## src/rtl/event_trigger_unit.sv

```systemverilog
// Multi-channel event trigger with per-channel delay and a
// round-robin arbitrated single-entry response stage.
module event_trigger_unit #(
   parameter  int NUM_CH  = 4,
   parameter  int DELAY_W = 8,
   parameter  int CNT_W   = 16,
   localparam int CH_W    = $clog2(NUM_CH)
) (
   input  logic               clk,
   input  logic               reset,
   input  logic               enable,
   input  logic [NUM_CH-1:0]  trig,
   input  logic               cfg_we,
   input  logic [CH_W-1:0]    cfg_ch,
   input  logic [DELAY_W-1:0] cfg_delay,
   input  logic               cfg_cont,
   output logic               resp_valid,
   output logic [CH_W-1:0]    resp_ch,
   input  logic               resp_ready,
   output logic [NUM_CH-1:0]  busy,
   output logic [NUM_CH-1:0]  overrun,
   output logic [CNT_W-1:0]   resp_count
);

   localparam logic [1:0] S_IDLE = 2'd0;
   localparam logic [1:0] S_WAIT = 2'd1;
   localparam logic [1:0] S_PEND = 2'd2;

   logic [NUM_CH-1:0][1:0]         state_q, state_d;
   logic [NUM_CH-1:0][DELAY_W-1:0] cnt_q, cnt_d;
   logic [NUM_CH-1:0][DELAY_W-1:0] delay_q, delay_d;
   logic [NUM_CH-1:0]              cont_q, cont_d;
   logic [NUM_CH-1:0]              ovr_q, ovr_d;
   logic                           resp_valid_q, resp_valid_d;
   logic [CH_W-1:0]                resp_ch_q, resp_ch_d;
   logic [CH_W-1:0]                ptr_q, ptr_d;
   logic [CNT_W-1:0]               resp_count_q, resp_count_d;

   logic [NUM_CH-1:0] pend;
   logic              gnt_vld;
   logic [CH_W-1:0]   gnt;
   logic [CH_W-1:0]   gnt_nxt;
   logic [CH_W-1:0]   arb_idx;
   logic              load;
   logic              take;
   logic              cfg_ok;

   always_comb begin
      pend = '0;
      for (int i = 0; i < NUM_CH; i++) begin
         pend[i] = (state_q[i] == S_PEND);
      end
   end

   // First pending channel at or after the pointer, wrapping.
   always_comb begin
      gnt_vld = 1'b0;
      gnt     = '0;
      arb_idx = '0;
      for (int k = 0; k < NUM_CH; k++) begin
         arb_idx = CH_W'((32'(ptr_q) + k) % NUM_CH);
         if (!gnt_vld && pend[arb_idx]) begin
            gnt_vld = 1'b1;
            gnt     = arb_idx;
         end
      end
   end

   assign gnt_nxt = (32'(gnt) == NUM_CH - 1) ? '0 : gnt + 1'b1;
   assign load    = !resp_valid_q || resp_ready;
   assign take    = load && gnt_vld;
   assign cfg_ok  = ({1'b0, cfg_ch} < (CH_W + 1)'(NUM_CH));

   always_comb begin
      state_d = state_q;
      cnt_d   = cnt_q;
      for (int i = 0; i < NUM_CH; i++) begin
         unique case (state_q[i])
            S_IDLE: begin
               if (enable && (trig[i] || cont_q[i])) begin
                  cnt_d[i]   = delay_q[i];
                  state_d[i] = S_WAIT;
               end
            end
            S_WAIT: begin
               if (cnt_q[i] == '0) begin
                  state_d[i] = S_PEND;
               end else begin
                  cnt_d[i] = cnt_q[i] - 1'b1;
               end
            end
            S_PEND: begin
               if (take && gnt == CH_W'(i)) begin
                  state_d[i] = S_IDLE;
               end
            end
            default: state_d[i] = S_IDLE;
         endcase
      end
   end

   // A fresh overrun outranks a same-edge config clear.
   always_comb begin
      delay_d = delay_q;
      cont_d  = cont_q;
      ovr_d   = ovr_q;
      if (cfg_we && cfg_ok) begin
         delay_d[cfg_ch] = cfg_delay;
         cont_d[cfg_ch]  = cfg_cont;
         ovr_d[cfg_ch]   = 1'b0;
      end
      for (int i = 0; i < NUM_CH; i++) begin
         if (enable && trig[i] && state_q[i] != S_IDLE) begin
            ovr_d[i] = 1'b1;
         end
      end
   end

   always_comb begin
      resp_valid_d = resp_valid_q;
      resp_ch_d    = resp_ch_q;
      ptr_d        = ptr_q;
      resp_count_d = resp_count_q;
      if (resp_valid_q && resp_ready) begin
         resp_count_d = resp_count_q + 1'b1;
      end
      if (load) begin
         resp_valid_d = gnt_vld;
         if (gnt_vld) begin
            resp_ch_d = gnt;
            ptr_d     = gnt_nxt;
         end
      end
   end

   always_ff @(posedge clk) begin
      if (reset) begin
         state_q      <= '0;
         cnt_q        <= '0;
         delay_q      <= '0;
         cont_q       <= '0;
         ovr_q        <= '0;
         resp_valid_q <= 1'b0;
         resp_ch_q    <= '0;
         ptr_q        <= '0;
         resp_count_q <= '0;
      end else begin
         state_q      <= state_d;
         cnt_q        <= cnt_d;
         delay_q      <= delay_d;
         cont_q       <= cont_d;
         ovr_q        <= ovr_d;
         resp_valid_q <= resp_valid_d;
         resp_ch_q    <= resp_ch_d;
         ptr_q        <= ptr_d;
         resp_count_q <= resp_count_d;
      end
   end

   always_comb begin
      busy = '0;
      for (int i = 0; i < NUM_CH; i++) begin
         busy[i] = (state_q[i] != S_IDLE);
      end
   end

   assign resp_valid = resp_valid_q;
   assign resp_ch    = resp_ch_q;
   assign overrun    = ovr_q;
   assign resp_count = resp_count_q;

endmodule

```

## config.mk

```make
export PLATFORM = sky130hd
export DESIGN_NAME = event_trigger_unit
export DESIGN_NICKNAME = d
export VERILOG_FILES = /design/src/rtl/event_trigger_unit.sv
export SDC_FILE = /design/constraint.sdc
export NUM_CORES = 1
export LEC_CHECK = 0
export ABC_AREA = 1
export BUFFER_PORTS_ARGS = -buffer_cell sky130_fd_sc_hd__buf_2
export CORE_MARGIN = 10
export CORE_UTILIZATION = 62
export CTS_BUF_LIST = sky130_fd_sc_hd__clkbuf_8
export CTS_CLUSTER_DIAMETER = 200
export DETAILED_ROUTE_END_ITERATION = 6
export GPL_ROUTABILITY_DRIVEN = 0
export PLACE_DENSITY = 0.86
export SLEW_MARGIN = 20
export SYNTH_ARGS = -nofsm -noshare
export SYNTH_HDL_FRONTEND = slang
export SYNTH_SLANG_ARGS = --single-unit
```

## constraint.sdc

```tcl
create_clock -name clk -period 2.4 [get_ports clk]
set_input_delay 0.12 -clock clk [delete_from_list [all_inputs] [get_ports clk]]
set_output_delay 0.12 -clock clk [all_outputs]
set_load 0.03 [all_outputs]
```

; Yosys cells after proc, flatten, opt, wreduce, memory -nomap -nowiden
; Cells that the tools add are included.
[totals]
output_inout_bits = 27
register_bits = 101
inputBits = 20
wordCells = 182
[op_classes]
bitwise = 2
n_reduce_logical = 61
add_sub_neg = 9
n_eq_ne = 27
n_lt_le_gt_ge = 6
muxes = 56
[op_table]
columns = cell, n
row1 = 2-to-1 mux 8 bit, 9
row2 = case mux 8 bit (2 select lines), 4
row3 = 2-to-1 mux 2 bit, 17
row4 = bitwise mux 32 bit, 1
row5 = logical NOT 8 bit, 4
row6 = "subtractor 8 x 1 -> 8 bit, second input constant", 4
row7 = "!= test 2 bit, second input constant", 12
row8 = case mux 2 bit (3 select lines), 4
row9 = AND reduction 3 bit, 8
row10 = nonzero test 2 bit, 12
row11 = logical AND 1 bit, 22
row12 = "adder 16 x 1 -> 16 bit, second input constant", 1
row13 = demux 8 bit (select 2 bit), 1
row14 = "less-than comparator 2 x 3 -> 1 bit, second input constant", 5
row15 = 2-to-1 mux 1 bit, 13
row16 = "equality test 2 bit, second input constant", 6
row17 = "equality test 2 x 1 -> 1 bit, second input constant", 5
row18 = logical NOT 2 bit, 5
row19 = binary-select mux 1 bit (select 2 bit), 4
row20 = "!= test 2 x 1 -> 1 bit, second input constant", 4
row21 = logical OR 1 bit, 5
row22 = "adder 2 x 1 -> 2 bit, second input constant", 2
row23 = "adder 2 bit, second input constant", 2
row24 = bitwise AND 4 bit, 1
row25 = other kinds (7), 10

; Longest topological paths before layout
[depth]
word_depth = 17
mapped_depth = 15
mapped_depth_nobuf = 14

; Worst setup path after synthesis
; OpenSTA, ideal clock, no wires.
[synth_timing]
path_type = register -> register
startpoint = reg ptr_q[0]
endpoint = reg ptr_q[1]
required_ns = 2.284
path_buffers = 1
setup_ns = 0.116
period_less_slack_ns = 1.809
arrival_time_ns = 1.694
setup_slack_ns = 0.591
stages_incl_launch_ff = 14
cell_sequence = dfxtp_1 > buf_6 > inv_6 > nand2_1 > nand2_2 > nand3_2 > nand2_4 > nand3_4 > or2_0 > nand2_2 > inv_1 > ha_1 > o21ai_0 > nor2_1
[synth_via]
elab_chain_cells = 14
elab_cells_between_ends = 29
classes_between = add/sub (4) / eq/ne (1) / mux (17) / reduce/logical (7)
[synth_rtl]
columns = element, line
row1 = from (decl), 36  ; logic [CH_W-1:0] ptr_q, ptr_d;
row2 = from (signal assigned), 155  ; ptr_q <= ptr_d;
row3 = "parallel branches: the longest is 11 deep, another holds adder 2 x 1 -> 2 bit", --
row4 = 2-to-1 mux 2 bit (*), 62  ; if (!gnt_vld && pend[arb_idx]) begin
row5 = named net gnt[1], 41  ; logic [CH_W-1:0] gnt;
row6 = adder 2 x 1 -> 2 bit / equality test 2 bit (equally long branches), 69  ; assign gnt_nxt = (32'(gnt) == NUM_CH - 1) ? '0 : gnt + 1'b1;
row7 = 2-to-1 mux 2 bit (*), 69
row8 = named net gnt_nxt[1], 42  ; logic [CH_W-1:0] gnt_nxt;
; Mark *: on every way through the listed nets, which the timed path passes. The select of a mux whose other input is x is not followed.
; A chain may end at the register's enable or synchronous reset.

; Worst setup path in the final report
; Same ends and word-level chain as after synthesis.

==> metrics.cfg <==
[global_route]
grt_pass1_wl_mm = 19.8
antenna_found_initial = 0
overflow = 0
grt_max_degree = 75
grt_pass1_vias = 4400
grt_use_total_pct = 19.8

[logic_synthesis]
yosysTopAreaCell = dfxtp_1
synth.avg_cell_area_um2 = 7.01
synth-main-ff-cell = dfxtp_1
yosysMostFrequentCell = nand2_1
synth_edf_count = 0
ys_seq_elements = 101
ys_seq_area_share_pct = 40.0
synthTopCellsByArea = dfxtp_1, nand2_1, o21ai_0, a21oi_1, inv_1
syn_inst = 721
yosys_warnings = 0
yosys-top-cells-count = nand2_1, dfxtp_1, inv_1, nor2_1, o21ai_0
syn_nets = 754
synth_top_cell_area_share_pct = 40.0
synth.distinct_cells = 37
ys_async_sr_fraction_pct = 0
synth_area_um2 = 5060

[placed_design]
portBuffers = 46
place_ws_ns = 0.333
hpwl_mm = 8.53
dp_cells = 852

[sta]
hold_viol_final = 0
max_slew_margin_pct = 56.5
min_period_ns = 2.13
fin_hold_ws_ns = 0.0264
fin_worst_skew_ns = 0.0116
period_share_pct = 88.7
finalSetupTns_ns = 0
tightest_slew_ns = 0.651
slew_violations = 0
setup_viol = 0
fin_ws_ns = 0.270
rsz0062_at_grt = no
clock.fmax_ghz = 0.470

[cts]
ctsHtreeMaxLevel = 3
clk-insertion-delay-late_ns = 0.37
cts-root-buf = clkbuf_8
clk_pin_slew_worst_paths_ns = 0.10
cts_resized = 0
ctsHoldBuffers = 0
clock_sinks = 101
cts_tree = yes
clk_path_buf_depth = 2
cts_buffers = 9
postCtsSetupBuffers = 0

[power]
internal_power_mw = 3.04
finalPower_mw = 5.02
switching_share_pct = 39.5
p_leak_nw = 2.46
p_comb_share_pct = 37.1
clkPwrFrac_pct = 23.0
pwr-share-seq_pct = 40.0
p_per_area_nw_per_um2 = 902
ir_drop_uv = 578
p_switching_mw = 1.98

[worst_setup_path]
worstSetupPathType = flop to flop
cp-end-kind = flop
required_ns = 2.66
cp-start-kind = flop
cp_max_fo = 9
cp.arrival_ns = 2.39

[final_layout]
fin_cells = 868
n_antenna_cell = 0
areaGrowthSynthToFinish_pct = 10.1
drive_gt1_share_pct = 12.8
nNetsFinal = 794

[route]
vias = 4739
dr.pass1.iters = 5
ant_nets = 0
drc_errors = 0
vias_per_cell = 5.46
drtIter0Drc = 342
wl_per_cell_um = 13.7
routed_wl_mm = 11.9

[flow_run]
drv_cap = 0

[die]
die-area_um2 = 12200
die_h_um = 110
rows = 32
start_util_pct = 64.4
core_area_um2 = 7850
io_pins = 47
die_width_um = 110

[run_status]
status = complete, no violations

[worst_hold_path]
hold_class = primary input to flop

cells by family after synthesis:
family	after synthesis	share of synthesized area, %
simple gates	299	26.7
compound gates	178	18.6
buf+inv	117	9.28
flops	101	40.0
xor+xnor	13	2.25
fa+ha+maj	13	3.22
power groups by stage:
stage | sequential (mW) | clock, mW | combinational [mW]
global placement | 2.03 | 0 | 1.75
detailed placement | 2.04 | 0 | 1.83
floorplan | 2.06 | 0 | 1.42
CTS | 2.00 | 1.16 | 1.85
finish | 2.01 | 1.15 | 1.86
global route | 2.03 | 1.23 | 2.09
cell usage in the layout, fill, tap and decap left out, types with 2 or more instances in the layout:
cell	n
a211oi_1	8
nor3_2	2
clkbuf_8	11
buf_4	6
xnor2_1	3
a31oi_1	3
inv_6	2
dfxtp_1	101
nor3_1	4
xor2_1	10
buf_2	46
nand2_4	2
a21oi_1	75
inv_1	87
nor2_1	87
ha_1	13
nand4_1	5
nand3_1	45
nand2_1	128
nor3b_1	3
o211ai_1	8
o21ai_0	81
inv_2	5
nor2_4	3
nor2_2	4
nand2_2	7
nand3_2	4
metal layers:
layer	up-vias	share of wire (%)	global-route usage, %
li1	2420	-	-
met1	2155	44	24.7
met2	139	48	33.9
met4	0	1.9	6.88
met3	25	5.6	3.08
met5	-	0	0
critical path: stages (launching register included):
cell and delay (ns):
dfxtp_1 0.57, inv_6 0.08, nand3_1 0.15, nand3_2 0.12
nand2_4 0.12, nand3_4 0.08, or2_0 0.22, nand2_2 0.12
inv_1 0.08, ha_1 0.27, o21ai_0 0.17, nor2_1 0.05
through the flow:
step	util [%]	instance area, um^2
after floorplan	-	5060
after global placement	68.1	5350
after detailed placement	68.1	5350
after CTS	70.9	5570
after global routing	70.9	5570
final	70.9	5570
cell type report:
type | instances | area, um^2
Clock buffer | 11 | 151
Multi-Input combinational cell | 503 | 2560
Timing Repair Buffer | 52 | 275
Clock inverter | 5 | 66.3
Inverter | 94 | 358
Sequential cell | 101 | 2020
Fill cell | 665 | 2280
Tap cell | 102 | 128
sequential cells by signal, summed over array words and instances, names as in the netlist:
signal / flops
cnt_q: 32
cont_q: 4
delay_q: 32
overrun: 4
ptr_q: 2
resp_ch: 2
resp_count: 16
resp_valid: 1
state_q: 8
final timing paths:
check         startpoint           to  slack, ns  depth (start not counted)
max             ptr_q[0]     ptr_q[1]       0.27                         11
min              trig[2]   overrun[2]       0.03                          3
min reg2reg  delay_q[23]  delay_q[23]       0.45                          2
max reg2reg     ptr_q[0]     ptr_q[1]       0.27                         11
Power figures use the tool's default switching activity.
